--- config.mk ---
export PLATFORM = sky130hd
export DESIGN_NAME = uart_cmd_decoder
export DESIGN_NICKNAME = d
export VERILOG_FILES = /design/src/rtl/uart_cmd_decoder.sv
export SDC_FILE = /design/constraint.sdc
export NUM_CORES = 1
export LEC_CHECK = 0
export ABC_CLOCK_PERIOD_IN_PS = 2340
export CAP_MARGIN = 20
export CORE_MARGIN = 1
export CORE_UTILIZATION = 45
export CTS_CLUSTER_SIZE = 16
export DETAILED_ROUTE_END_ITERATION = 8
export GPL_ROUTABILITY_DRIVEN = 0
export PLACE_DENSITY = 0.74
export SYNTH_ARGS = -nofsm -noshare
export SYNTH_HDL_FRONTEND = slang
export SYNTH_SLANG_ARGS = --single-unit
--- constraint.sdc ---
create_clock -name clk -period 2.34 [get_ports clk]
set_clock_uncertainty 0.15 [all_clocks]
set_input_delay 0.234 -clock clk [delete_from_list [all_inputs] [get_ports clk]]
set_output_delay 0.234 -clock clk [all_outputs]
set_load 0.02 [all_outputs]
--- src/rtl/uart_cmd_decoder.sv ---
// rtl/uart_cmd_decoder.sv - UART byte-stream to command decoder with timeout and error pulses
//
// Purpose: assembles framed commands from a UART receiver byte stream.
//   Frames: AA addr data       -> type 0 (register write)
//           BB addr            -> type 1 (register read)
//           CC opA opB func    -> type 2 (ALU with operands)
//           DD func            -> type 3 (ALU without operands)
//   A completed frame is held on cmd_* with cmd_valid until cmd_ready.
//
// Ports:
//   clk, reset          - clock, asynchronous active-high reset
//   rx_data, rx_valid   - received byte and its one-cycle strobe
//   parity_error,
//   framing_error       - line errors qualifying the strobed byte
//   cmd_ready           - downstream accepts the held command
//   cmd_valid           - command held (high exactly in ISSUE)
//   cmd_type, cmd_addr,
//   cmd_data0, cmd_data1- decoded command fields, unused fields are 0
//   err_pulse           - one-cycle {timeout, overrun, bad_opcode, line_error}

module uart_cmd_decoder #(
    parameter int TIMEOUT = 1024
) (
    input  logic       clk,
    input  logic       reset,
    input  logic [7:0] rx_data,
    input  logic       rx_valid,
    input  logic       parity_error,
    input  logic       framing_error,
    input  logic       cmd_ready,
    output logic       cmd_valid,
    output logic [1:0] cmd_type,
    output logic [7:0] cmd_addr,
    output logic [7:0] cmd_data0,
    output logic [7:0] cmd_data1,
    output logic [3:0] err_pulse
);

    typedef enum logic [2:0] {
        IDLE     = 3'd0,
        GET_ADDR = 3'd1,
        GET_D0   = 3'd2,
        GET_D1   = 3'd3,
        ISSUE    = 3'd4
    } state_t;

    localparam logic [15:0] IDLE_LAST = 16'(TIMEOUT - 1);

    localparam logic [3:0] ERR_LINE    = 4'b0001;
    localparam logic [3:0] ERR_OPCODE  = 4'b0010;
    localparam logic [3:0] ERR_OVERRUN = 4'b0100;
    localparam logic [3:0] ERR_TIMEOUT = 4'b1000;

    state_t      state, state_n;
    logic [1:0]  type_q, type_n;
    logic [7:0]  addr_q, addr_n;
    logic [7:0]  d0_q, d0_n;
    logic [7:0]  d1_q, d1_n;
    logic [15:0] idle_cnt, idle_cnt_n;
    logic [3:0]  err_q, err_n;

    logic        line_err;
    logic        byte_ok;

    assign line_err = parity_error | framing_error;
    assign byte_ok  = rx_valid & ~line_err;

    always_ff @(posedge clk or posedge reset) begin
        if (reset) begin
            state    <= IDLE;
            type_q   <= 2'd0;
            addr_q   <= 8'd0;
            d0_q     <= 8'd0;
            d1_q     <= 8'd0;
            idle_cnt <= 16'd0;
            err_q    <= 4'd0;
        end else begin
            state    <= state_n;
            type_q   <= type_n;
            addr_q   <= addr_n;
            d0_q     <= d0_n;
            d1_q     <= d1_n;
            idle_cnt <= idle_cnt_n;
            err_q    <= err_n;
        end
    end

    always_comb begin
        state_n    = state;
        type_n     = type_q;
        addr_n     = addr_q;
        d0_n       = d0_q;
        d1_n       = d1_q;
        idle_cnt_n = 16'd0;
        err_n      = 4'd0;

        case (state)
            IDLE: begin
                if (rx_valid && line_err) begin
                    err_n = ERR_LINE;
                end else if (byte_ok) begin
                    // Clear every field up front so fields a type does not
                    // carry read as zero when the command is issued.
                    addr_n = 8'd0;
                    d0_n   = 8'd0;
                    d1_n   = 8'd0;
                    case (rx_data)
                        8'hAA: begin type_n = 2'd0; state_n = GET_ADDR; end
                        8'hBB: begin type_n = 2'd1; state_n = GET_ADDR; end
                        8'hCC: begin type_n = 2'd2; state_n = GET_D0;   end
                        8'hDD: begin type_n = 2'd3; state_n = GET_ADDR; end
                        default: begin
                            err_n  = ERR_OPCODE;
                            addr_n = addr_q;
                            d0_n   = d0_q;
                            d1_n   = d1_q;
                        end
                    endcase
                end
            end

            GET_ADDR, GET_D0, GET_D1: begin
                if (rx_valid) begin
                    if (line_err) begin
                        err_n   = ERR_LINE;
                        state_n = IDLE;
                    end else begin
                        case (state)
                            GET_ADDR: begin
                                addr_n  = rx_data;
                                state_n = (type_q == 2'd0) ? GET_D1 : ISSUE;
                            end
                            GET_D0: begin
                                d0_n    = rx_data;
                                state_n = GET_D1;
                            end
                            default: begin
                                // GET_D1 is operand B for ALU frames but the
                                // data slot of register writes.
                                if (type_q == 2'd2) begin
                                    d1_n    = rx_data;
                                    state_n = GET_ADDR;
                                end else begin
                                    d0_n    = rx_data;
                                    state_n = ISSUE;
                                end
                            end
                        endcase
                    end
                end else if (idle_cnt == IDLE_LAST) begin
                    err_n   = ERR_TIMEOUT;
                    state_n = IDLE;
                end else begin
                    idle_cnt_n = idle_cnt + 16'd1;
                end
            end

            ISSUE: begin
                if (rx_valid) begin
                    err_n = ERR_OVERRUN;
                end
                if (cmd_ready) begin
                    state_n = IDLE;
                end
            end

            default: begin
                state_n = IDLE;
            end
        endcase
    end

    assign cmd_valid = (state == ISSUE);
    assign cmd_type  = type_q;
    assign cmd_addr  = addr_q;
    assign cmd_data0 = d0_q;
    assign cmd_data1 = d1_q;
    assign err_pulse = err_q;

endmodule

==> metrics.cfg <==
[cts]
post_cts_resized=0
cts-hold-fix-buffers=0
htree_num_levels=2
cts_buffers=5
post_cts_buffers=0
cts_root_buf=clkbuf_8
clock_path_buffers=2
clk_pin_slew_worst_paths_ns=0.09
insertion_delay_ns=0.30
numClockSinks=49
cts_tree=yes

[sta]
final.min_clock_period_ns=2.270
whs_ns=0.2561
drv_slew=0
hold_viol_final=0
setup_viol=0
slew_headroom_pct=59.49
period_share_pct=96.99
tightest_slew_ns=0.6077
max_freq_ghz=0.4406
rsz0062_at_grt=no

[synth]
ys_warn_count=0
synth-seq-cells=49
yosysMostFrequentCell=dfrtp_1
synth_commonest_cells=dfrtp_1, nand2_1, nor2_1
synth_ff_type=dfrtp_1
yosysSeqAreaShare_pct=54.54
syn_area_per_cell_sq_um=9.776
post-synth-top-area-fraction_pct=54.54
syn_area_sq_mm=0.002248
ys_top_cells_by_area=dfrtp_1, nand2_1, o21ai_0
yosys.area.top_type=dfrtp_1
synth.net_count=245
ys_types=40
synth_edf_count=0
synthArstFlopShare_pct=100.0
synthCells=230

[die]
boundaryPins=45
coreArea_sq_mm=0.004755
die_x_microns=72.69
die-area_sq_mm=0.005283
die_y_microns=72.69
initial_utilization_pct=47.29
rows=25

[place]
portBuffers=44
dp_cells=350
place_hpwl_microns=3379

[grt]
antenna_found_initial=0
overflow=0
grt_usage_pct=19.57
grt_pass1_vias=1707
grt_max_degree=50
grt_pass1_wl_microns=7921

[worst_setup_path]
path_max_fanout=2
r2r_cells=5
startpoint_type=flip-flop
crit_path_end_kind=flip-flop
arrival_ns=2.31
cp.required_ns=2.38
setup.worst_path.class=reg2reg

[detailed_routing]
vias=1852
viasPerCell=5.173
ant_nets=0
routedWlPerCell_microns=13.06
drc=0
wl_microns=4677
drt_pass1_iterations=4
drt_iter0_drc=70

[layout]
fill_cells=422
final_cells=358
multi_input_area_sq_um=942.2
seq_area_sq_mm=0.001226
diodes=0
final_nets=305
area_delta_synth_final_pct=33.89
final_util_pct=63.32
drive_gt1_share_pct=10.31

[pwr]
ir_drop_mv=0.4960
power_frac_comb_pct=40.4
p_int_mw=1.953
p_sw_share_pct=34.65
p_switching_mw=1.035
power_leakage_nw=1.284
power_frac_seq_pct=39.2
clock_power_share_pct=20.4
cellPowerDensity_mw_per_mm2=992.6
p_total_mw=2.988

[status]
outcome=completed

[worst_hold_path]
hold_path.class=in2async

[run]
cap_violations=0

## cell type report
type | instances | area share, %
clock inverter | 1 | 0.9975
sequential | 49 | 40.73
tap | 67 | 2.785
inverter | 13 | 1.621
timing repair buffer | 61 | 19.70
clock buffer | 7 | 2.868
multi-input combinational | 160 | 31.30
## worst max-delay path, cell delays in order, from the launching register on
cell and delay, ns:
dfrtp_1 0.38, or4b_1 0.56, or3_4 0.35, or4_1 0.49
a21oi_1 0.18, nor2_1 0.06
## layout by cell type, fill, tap and decap left out, types with 3 or more instances in the layout
cell,instances
a21oi_1,5
and2_1,3
and3_1,4
buf_4,15
clkbuf_8,6
clkdlybuf4s50_1,44
dfrtp_1,49
inv_1,12
mux2i_1,9
nand2_1,33
nand3_1,7
nor2_1,25
nor3_1,6
o21ai_0,19
xnor2_1,8
xor2_1,7
## layer usage
layer  up-vias  GRT usage [%]  part of all wire [%]
met2        47          29.80                    47
met1       894          27.82                    48
met3         9          4.282                   3.2
li1        902              -                     -
met5         -              0                     0
met4         0          6.536                   1.7
## state kept, by name (all words and copies together) (netlist names)
| register | count |
|---|---|
| cmd_data0 | 8 |
| cmd_addr | 8 |
| cmd_type | 2 |
| cmd_data1 | 8 |
| state | 3 |
| idle_cnt | 16 |
| err_pulse | 4 |
## worst paths after layout
check | startpoint | to | slack, ns
worst max-delay path | state[2] | cmd_type[0] | 0.07
worst max register to register | state[2] | cmd_type[0] | 0.07
worst min register to register | cmd_data1[7] | cmd_data1[7] | 0.33
worst min-delay path | reset | cmd_addr[3] | 0.26
min in group clk | cmd_data1[7] | cmd_data1[7] | 0.33
max in group asynchronous | reset | idle_cnt[14] | 1.36
## cells by family after synthesis
group	count (synthesis)	synth area share, %
adder cells (fa/ha/maj)	1	0.5564
AO/OA/AOI/OAI	35	9.071
buffers and inverters	21	3.562
flip-flops	49	54.54
AND/OR/NAND/NOR	99	21.93
XOR/XNOR	15	5.843
multiplexers	10	4.508
## power groups by stage
stage / logic (mW) / clock network, mW / registers (mW)
2_1_floorplan: 0.425 / 0 / 1.41
3_3_place_gp: 1.19 / 0 / 1.18
3_5_place_dp: 1.22 / 0 / 1.19
4_1_cts: 1.22 / 0.623 / 1.17
5_1_grt: 1.32 / 0.656 / 1.19
6_report: 1.21 / 0.610 / 1.17
## stage by stage
| stage | TNS (ns) | setup WS, ns | cell area (sq um) |
|---|---|---|---|
| after floorplan | 0 | 0.08361 | 2248 |
| after global placement | -0.2551 | -0.1626 | 2894 |
| after detailed placement | -0.2879 | -0.1993 | 2894 |
| after CTS | 0 | 0.08620 | 3010 |
| after global routing | 0 | 0.02600 | 3010 |
| final | 0 | 0.07050 | 3010 |
(Power assumes the default switching activity.)
